--- src/rtl/pi_actuator_pkg.sv ---
// Shared types and constants for the PI output actuator and its SPI DAC transmitter.
package pi_actuator_pkg;

  typedef enum logic [2:0] {
    IDLE,
    CS_SETUP,
    SHIFT,
    CS_HOLD,
    GAP
  } tx_state_t;

  localparam int FRAME_BITS = 24;
  localparam logic [7:0] DEFAULT_CMD_BYTE = 8'h30;

  // Signed two's complement to DAC offset-binary code.
  function automatic logic [15:0] to_offset_binary(input logic [15:0] x);
    return {~x[15], x[14:0]};
  endfunction

endpackage

--- src/rtl/spi_dac_tx.sv ---
// 24-bit SPI write engine: start -> cs_n low next edge, frame plus gap occupies 51*CLK_DIV cycles.
// No backpressure: start is only honoured in IDLE, busy covers the whole frame including the gap.
module spi_dac_tx
  import pi_actuator_pkg::*;
#(
  parameter int CLK_DIV = 4
) (
  input  logic                  clk,
  input  logic                  reset,
  input  logic                  start,
  input  logic [FRAME_BITS-1:0] word,
  output logic                  busy,
  output logic                  dac_cs_n,
  output logic                  dac_sclk,
  output logic                  dac_mosi
);

  localparam int CW = (CLK_DIV > 1) ? $clog2(CLK_DIV) : 1;
  localparam logic [CW-1:0] DIV_LAST = CW'(CLK_DIV - 1);
  localparam int BW = $clog2(FRAME_BITS);
  localparam logic [BW-1:0] BIT_LAST = BW'(FRAME_BITS - 1);

  tx_state_t             state;
  logic [CW-1:0]         div_cnt;
  logic [BW-1:0]         bit_cnt;
  logic [FRAME_BITS-1:0] shreg;
  logic                  div_done;

  assign div_done = (div_cnt == DIV_LAST);
  assign dac_mosi = shreg[FRAME_BITS-1];

  always_ff @(posedge clk) begin
    if (reset) begin
      state    <= IDLE;
      div_cnt  <= '0;
      bit_cnt  <= '0;
      shreg    <= '0;
      busy     <= 1'b0;
      dac_cs_n <= 1'b1;
      dac_sclk <= 1'b0;
    end else begin
      div_cnt <= div_done ? '0 : div_cnt + CW'(1);
      case (state)
        IDLE: begin
          div_cnt <= '0;
          if (start) begin
            state    <= CS_SETUP;
            busy     <= 1'b1;
            dac_cs_n <= 1'b0;
            shreg    <= word;
          end
        end
        CS_SETUP: begin
          if (div_done) begin
            state    <= SHIFT;
            dac_sclk <= 1'b1;
            bit_cnt  <= '0;
          end
        end
        SHIFT: begin
          // Each bit is a high half then a low half; data advances on the falling edge.
          if (div_done) begin
            if (dac_sclk) begin
              dac_sclk <= 1'b0;
              shreg    <= {shreg[FRAME_BITS-2:0], 1'b0};
            end else if (bit_cnt == BIT_LAST) begin
              state <= CS_HOLD;
            end else begin
              bit_cnt  <= bit_cnt + BW'(1);
              dac_sclk <= 1'b1;
            end
          end
        end
        CS_HOLD: begin
          if (div_done) begin
            state    <= GAP;
            dac_cs_n <= 1'b1;
          end
        end
        GAP: begin
          if (div_done) begin
            state <= IDLE;
            busy  <= 1'b0;
          end
        end
        default: state <= IDLE;
      endcase
    end
  end

endmodule

--- src/rtl/pi_output_actuator.sv ---
// Clamps and slew-limits PI samples, then writes them to the DAC; conditioning 1 cycle after capture.
// No backpressure: a one-deep pending slot is overwritten while the transmitter is busy (counted in drop_count).
module pi_output_actuator
  import pi_actuator_pkg::*;
#(
  parameter int         DATA_W   = 16,
  parameter int         CLK_DIV  = 4,
  parameter logic [7:0] CMD_BYTE = DEFAULT_CMD_BYTE
) (
  input  logic              clk,
  input  logic              reset,
  input  logic              enable,
  input  logic [DATA_W-1:0] pi_output,
  input  logic              pi_output_valid,
  input  logic [DATA_W-1:0] limit_low,
  input  logic [DATA_W-1:0] limit_high,
  input  logic [DATA_W-1:0] slew_max,
  output logic              pi_limiting,
  output logic              dac_cs_n,
  output logic              dac_sclk,
  output logic              dac_mosi,
  output logic              busy,
  output logic [15:0]       drop_count
);

  logic signed [DATA_W-1:0] ll, lh;
  logic signed [DATA_W-1:0] pend_dat, last_sent;
  logic                     pend_vld;
  logic                     start_q;
  logic [FRAME_BITS-1:0]    word_q;
  logic                     tx_busy;

  logic signed [DATA_W-1:0] lo_sel, clamped, slewed;
  logic signed [DATA_W:0]   delta, step_up, step_dn, slew_ext;
  logic [DATA_W:0]          delta_mag;
  logic                     clamp_hit, slew_hit;
  logic                     capture, cond_fire;
  logic [DATA_W-1:0]        code;

  assign ll = limit_low;
  assign lh = limit_high;

  assign capture = enable && pi_output_valid;
  // start_q blocks a second conditioning in the cycle before the transmitter reports busy.
  assign cond_fire = enable && pend_vld && !tx_busy && !start_q;

  always_comb begin
    lo_sel    = (pend_dat < ll) ? ll : pend_dat;
    clamped   = (lo_sel > lh) ? lh : lo_sel;
    clamp_hit = (clamped != pend_dat);

    slew_ext  = signed'({1'b0, slew_max});
    delta     = {clamped[DATA_W-1], clamped} - {last_sent[DATA_W-1], last_sent};
    delta_mag = unsigned'(delta[DATA_W] ? -delta : delta);
    slew_hit  = (slew_max != '0) && (delta_mag > {1'b0, slew_max});
    step_up   = {last_sent[DATA_W-1], last_sent} + slew_ext;
    step_dn   = {last_sent[DATA_W-1], last_sent} - slew_ext;

    slewed = clamped;
    if (slew_hit) begin
      slewed = delta[DATA_W] ? step_dn[DATA_W-1:0] : step_up[DATA_W-1:0];
    end
    code = {~slewed[DATA_W-1], slewed[DATA_W-2:0]};
  end

  always_ff @(posedge clk) begin
    if (reset) begin
      pend_vld    <= 1'b0;
      pend_dat    <= '0;
      last_sent   <= '0;
      start_q     <= 1'b0;
      word_q      <= '0;
      pi_limiting <= 1'b0;
      drop_count  <= '0;
    end else begin
      start_q <= cond_fire;

      if (cond_fire) begin
        last_sent   <= slewed;
        pi_limiting <= clamp_hit | slew_hit;
        word_q      <= FRAME_BITS'({CMD_BYTE, code});
      end else if (!enable) begin
        pi_limiting <= 1'b0;
      end

      if (!enable) begin
        pend_vld <= 1'b0;
      end else if (capture) begin
        pend_dat <= pi_output;
        pend_vld <= 1'b1;
        if (pend_vld && !cond_fire && (drop_count != 16'hFFFF)) begin
          drop_count <= drop_count + 16'd1;
        end
      end else if (cond_fire) begin
        pend_vld <= 1'b0;
      end
    end
  end

  spi_dac_tx #(
    .CLK_DIV (CLK_DIV)
  ) u_tx (
    .clk      (clk),
    .reset    (reset),
    .start    (start_q),
    .word     (word_q),
    .busy     (tx_busy),
    .dac_cs_n (dac_cs_n),
    .dac_sclk (dac_sclk),
    .dac_mosi (dac_mosi)
  );

  assign busy = tx_busy;

endmodule

--- config.mk ---
export PLATFORM = sky130hd
export DESIGN_NAME = pi_output_actuator
export DESIGN_NICKNAME = d
export VERILOG_FILES = /design/src/rtl/pi_actuator_pkg.sv /design/src/rtl/spi_dac_tx.sv /design/src/rtl/pi_output_actuator.sv
export SDC_FILE = /design/constraint.sdc
export NUM_CORES = 1
export LEC_CHECK = 0
export ABC_AREA = 0
export BUFFER_PORTS_ARGS = -buffer_cell sky130_fd_sc_hd__buf_2
export CORE_MARGIN = 10
export CORE_UTILIZATION = 28
export DETAILED_ROUTE_END_ITERATION = 12
export PLACE_DENSITY_LB_ADDON = 0.1
export SKIP_CTS_REPAIR_TIMING = 1
export SLEW_MARGIN = 30
export SYNTH_ARGS = -nofsm -noshare
export SYNTH_HDL_FRONTEND = slang
export SYNTH_SLANG_ARGS = --single-unit
--- constraint.sdc ---
create_clock -name clk -period 10.85 [get_ports clk]
set_clock_uncertainty 0.2 [all_clocks]
set_input_delay 1.6275 -clock clk [delete_from_list [all_inputs] [get_ports clk]]
set_output_delay 1.6275 -clock clk [all_outputs]
set_load 0.02 [all_outputs]
==> impl_metrics.yaml, run 1 <==
floorplanning:
  core_area_um2: 27900
  die_h_um: 188
  start_util: 0.284
  io_pins: 89
  core.rowCount: 61
  dieArea_um2: 35400
  die_w_um: 188
detailed_routing:
  vias: 7363
  ant_nets: 0
  post_drt_wl_per_cell_um: 17.5
  viasPerCell: 5.01
  drt_first_iter_violations: 433
  dr.pass1.iters: 5
  routed_wl_um: 25800
  drc: 0
power:
  vdd_drop_max_uv: 64.9
  powerDensity_nw_per_um2: 172
  swShare: 0.425
  intPower_uw: 909
  seq_power_share: 0.222
  p_comb_frac: 0.569
  switching_power_uw: 670
  p_leak_uw: 0.00382
  clkPwrFrac: 0.210
sta:
  worst_pin_slew_ns: 0.807
  hold_ws_ns: 0.229
  setup_tns_ns: 0
  rsz0062_at_grt: "no"
  hold_viol_final: 0
  final.period_utilization: 0.934
  fmax_mhz: 98.7
  period_needed_ns: 10.14
  relSlewSlack: 0.462
  drv_slew: 0
  report.final.setup_viol: 0
cts:
  cts_buffers: 9
  ctsRootBufferMaster: "clkbuf_16"
  cts.sinks: 90
  clock_latency_ns: 0.36
  h-tree-depth: 3
  clockBufferDepth: 2
  cts_tree: "built"
  clk_pin_slew_ns: 0.07
synthesis:
  mappedNetlistArea_um2: 7920
  ys_ff_latch: 90
  synth_flop_cell: "dfxtp_1"
  synth_edf_count: 0
  synthArstFlopShare: 0
  ys_types: 82
  syn-num-nets: 1162
  yosys_warnings: 0
  synthCells: 1009
  synth_seq_area_share: 0.228
  synth.avg_cell_area_um2: 7.85
worst_setup_path:
  end_kind: "register"
  critPathLaunchType: "input port"
  cp_data_required_time_ns: 10.86
  max_stage_delay_ns: 0.50
  cp_slowest_cell: "a2111oi_4"
  crit_path_max_fanout: 17
  worstSetupPathType: "input port to register"
  crit_path_frequent_cell: "ha_1"
  arrival_ns: 10.15
placement:
  dp_hpwl_um: 20700
  port_buffers: 88
  place_congestion: 0.876
layout:
  fillCellCount: 3039
  final_common_cell: "nor2_1"
  fin_nets: 1239
  layout_common_cells: "nor2_1 (100), dfxtp_1 (90), buf_2 (88), nand2_1 (86), inv_1 (85)"
  area_growth_pct: 16.2
  drive_above_1_share: 0.159
  n_antenna_cell: 0
global_routing:
  first_global_vias: 7274
  antenna_found_initial: 0
  grt_max_degree: 88
  grt_first_pass_wirelength_um: 41300
  overflow: 0
  track_usage: 0.143
run:
  drv_cap: 0
min_path:
  hold_path_class: "register to register"
outcome:
  outcome: "complete, no violations"
## critical path: cells and delay by family
family                     cells  cell delay [ns]
and+or+nand+nor                5             1.04
adders and majority gates      4             1.17
AOI/OAI and AO/OA             18             4.26
xor gates and xnor gates       1             0.25
buffers and inverters          5             0.79
muxes                          3             1.00
## cell families after synthesis
group,after synthesis,synth area share
flops,90,0.228
buf+inv,126,0.0627
fa+ha+maj,85,0.136
xor+xnor,83,0.0918
simple gates,339,0.209
compound gates,239,0.210
mux,47,0.0630
## stage by stage
step                instance area (um2)  setup slack, ns  total power (uW)   util  std cells
floorplan                          7920            0.538              1010      -       1009
global placement                   8810           0.0928              1240  0.316       1452
detailed placement                 8830            0.151              1240  0.317       1453
CTS                                9130            0.492              1580  0.328       1469
global route                       9200           0.0512              1710  0.330       1469
finish                             9200            0.714              1580  0.330       1469
## synthesized netlist by cell type, drive strengths merged (13+ instances only)
| library cell | instances | area [um2] |
|---|---|---|
| a211oi | 34 | 255 |
| a21oi | 62 | 310 |
| clkbuf | 30 | 113 |
| dfxtp | 90 | 1800 |
| ha | 83 | 1040 |
| inv | 85 | 319 |
| mux2 | 23 | 259 |
| mux2i | 24 | 240 |
| nand2 | 86 | 323 |
| nand3 | 24 | 120 |
| nand4 | 14 | 87.6 |
| nor2 | 100 | 375 |
| nor3 | 37 | 201 |
| o21ai | 32 | 164 |
| or3 | 13 | 81.3 |
| xnor2 | 48 | 420 |
| xor2 | 35 | 307 |
## power groups by stage
| stage | Clock [uW] | Combinational [uW] | Sequential [uW] |
|---|---|---|---|
| global route | 354 | 1000 | 351 |
| finish | 331 | 898 | 350 |
| detailed placement | 0 | 879 | 358 |
| CTS | 343 | 885 | 350 |
| global placement | 0 | 877 | 358 |
| floorplan | 0 | 652 | 355 |
## worst paths after layout
path / start / end / slack (ns) / depth (start not counted)
worst max-delay path: limit_low[11] / last_sent[15] / 0.71 / 36
worst min register to register: u_tx.div_cnt[0] / u_tx.div_cnt[0] / 0.23 / 1
worst max register to register: pend_dat[11] / last_sent[15] / 1.82 / 34
worst min-delay path: u_tx.div_cnt[0] / u_tx.div_cnt[0] / 0.23 / 1
## flip-flops by register name (all words and copies together) (netlist names), 2 cells and up
| register | cells |
|---|---|
| drop_count | 16 |
| last_sent | 16 |
| pend_dat | 16 |
| u_tx.bit_cnt | 5 |
| u_tx.div_cnt | 2 |
| u_tx.shreg | 24 |
| u_tx.state | 3 |
| word_q | 2 |
## cell type report
class / instances / area (um2) / area share
clock buffer: 10 / 229 / 0.0249
tap: 378 / 473 / 0.0514
timing repair buffer: 106 / 587 / 0.0638
clock inverter: 6 / 72.6 / 0.00788
sequential: 90 / 1800 / 0.196
multi-input combinational: 793 / 5720 / 0.621
inverter: 86 / 323 / 0.0351
## per-layer routing
metal | track usage | part of all wire | vias to the layer above
li1 | - | - | 3787
met1 | 0.198 | 0.51 | 3435
met2 | 0.229 | 0.45 | 127
met3 | 0.0201 | 0.030 | 14
met4 | 0.0342 | 0.013 | 0
met5 | 0 | 0 | -
Power figures use the tool's default switching activity.
==> run 2, diff against run 1 <==
CORE_UTILIZATION = 35   (was 28)
==> impl_metrics.yaml, run 2 (synthesis results as in run 1) <==
outcome:
  outcome: "complete, no violations"
detailed_routing:
  vias: 7356
  dr.pass1.iters: 5
  post_drt_wl_per_cell_um: 17.4
  ant_nets: 0
  routed_wl_um: 23700
  drt_first_iter_violations: 433
  drc: 0
  viasPerCell: 5.39
worst_setup_path:
  cp_data_required_time_ns: 10.90
  reg2reg_to: "last_sent[5]"
  end_kind: "register"
  critPathLaunchType: "input port"
  crit_path_frequent_cell: "ha_1"
  crit_cells: 37
  crit_path_max_fanout: 17
  ff2ff_setup_slack_ns: 1.77
  arrival_ns: 10.22
  crit_path_end: "last_sent[5]"
  critPathLaunch: "limit_low[11]"
  crit_buf_inv: 5
  r2r-start: "pend_dat[9]"
  worstSetupPathType: "input port to register"
  r2r_cells: 35
  crit_family: "compound AO/OA/AOI/OAI gates"
  cp_slowest_cell: "a2111oi_0"
  max_stage_delay_ns: 0.40
power:
  switching_power_uw: 644
  p_comb_frac: 0.561
  powerDensity_nw_per_um2: 170
  p_leak_uw: 0.00378
  vdd_drop_max_uv: 91.9
  seq_power_share: 0.228
  swShare: 0.420
  intPower_uw: 891
  clkPwrFrac: 0.210
global_routing:
  grt_first_pass_wirelength_um: 38200
  first_global_vias: 6944
  track_usage: 0.163
  antenna_found_initial: 0
  grt_max_degree: 88
  overflow: 0
floorplanning:
  die_w_um: 170
  start_util: 0.360
  die_h_um: 170
  io_pins: 89
  core.rowCount: 54
  core_area_um2: 22000
  dieArea_um2: 29000
sta:
  report.final.setup_viol: 0
  drv_slew: 0
  relSlewSlack: 0.327
  setup_tns_ns: 0
  final.period_utilization: 0.938
  hold_ws_ns: 0.241
  fmax_mhz: 98.3
  period_needed_ns: 10.17
  hold_viol_final: 0
  worst_pin_slew_ns: 1.01
layout:
  regMostFlops: "u_tx.shreg"
  fin_nets: 1233
  area_growth_pct: 13.7
  drive_above_1_share: 0.150
  final_common_cell: "nor2_1"
  fin_util: 0.409
  n_antenna_cell: 0
  layout_common_cells: "nor2_1 (100), dfxtp_1 (90), buf_2 (88), nand2_1 (86), inv_1 (85)"
  fillCellCount: 2350
  largest_reg_flops: 24
min_path:
  hold_path_class: "register to register"
  holdPathStages: 1
cts:
  clock_latency_ns: 0.35
  ctsRootBufferMaster: "clkbuf_16"
  clk_pin_slew_ns: 0.07
  cts_tree: "built"
  cts.sinks: 90
  cts_buffers: 9
  h-tree-depth: 3
  clockBufferDepth: 2
run:
  drv_cap: 0
placement:
  place_congestion: 0.906
  port_buffers: 88
  dp_hpwl_um: 19100
## run 2: changes by cell type in the layout (fill, tap and decap cells not counted), moves of 2 or more
cell,delta
a2111oi_1,-2
buf_6,-3
a2111oi_0,+2
buf_4,-5
a21oi_1,+2
buf_12,+2
## run 2: how the worst min path moves through the flow
stage | end | slack, ns | startpoint
2_1_floorplan | u_tx.div_cnt[0] | 0.21 | u_tx.div_cnt[0]
3_3_place_gp | u_tx.div_cnt[0] | 0.22 | u_tx.div_cnt[0]
3_5_place_dp | u_tx.div_cnt[0] | 0.23 | u_tx.div_cnt[0]
4_1_cts | u_tx.div_cnt[0] | 0.24 | u_tx.div_cnt[0]
5_1_grt | u_tx.div_cnt[0] | 0.26 | u_tx.div_cnt[0]
6_report | u_tx.div_cnt[0] | 0.24 | u_tx.div_cnt[0]
## run 2: per-stage QoR
step                power [uW]  std cells  area [um2]  setup slack (ns)
floorplan                 1010       1009        7920             0.538
global placement          1220       1349        8680            0.0952
detailed placement        1210       1349        8680             0.109
CTS                       1540       1365        8980             0.429
global route              1660       1365        9000          -0.00158
finish                    1530       1365        9000             0.678
## run 2: metal layers
metal | GRT usage | vias up | wire length, um
met2 | 0.259 | 124 | 10700
li1 | - | 3777 | -
met5 | 0 | - | 0
met1 | 0.225 | 3439 | 11900
met4 | 0.0362 | 0 | 300
met3 | 0.0271 | 16 | 871
## run 2: cell type report
type	instances	area, um2	area share
multi-input combinational	793	5670	0.630
sequential	90	1800	0.200
timing repair buffer	100	556	0.0617
tap	280	350	0.0389
inverter	86	323	0.0358
clock buffer	10	229	0.0254
clock inverter	6	71.3	0.00792
## run 2: power groups by stage
stage | Sequential (uW) | Clock [uW] | Combinational (uW)
final | 350 | 323 | 862
after global routing | 351 | 345 | 966
after CTS | 350 | 334 | 857
after detailed placement | 358 | 0 | 850
after global placement | 358 | 0 | 857
after floorplan | 355 | 0 | 652
## run 2: worst register-to-register path: cells and delay by family, from the launching register on
family,cells,cell delay (ns)
buffers and inverters,3,0.56
XOR/XNOR,1,0.14
adder cells (fa/ha/maj),4,1.18
flip-flops,1,0.48
AND/OR/NAND/NOR,7,1.30
multiplexers,4,1.18
AO/OA/AOI/OAI,16,3.91
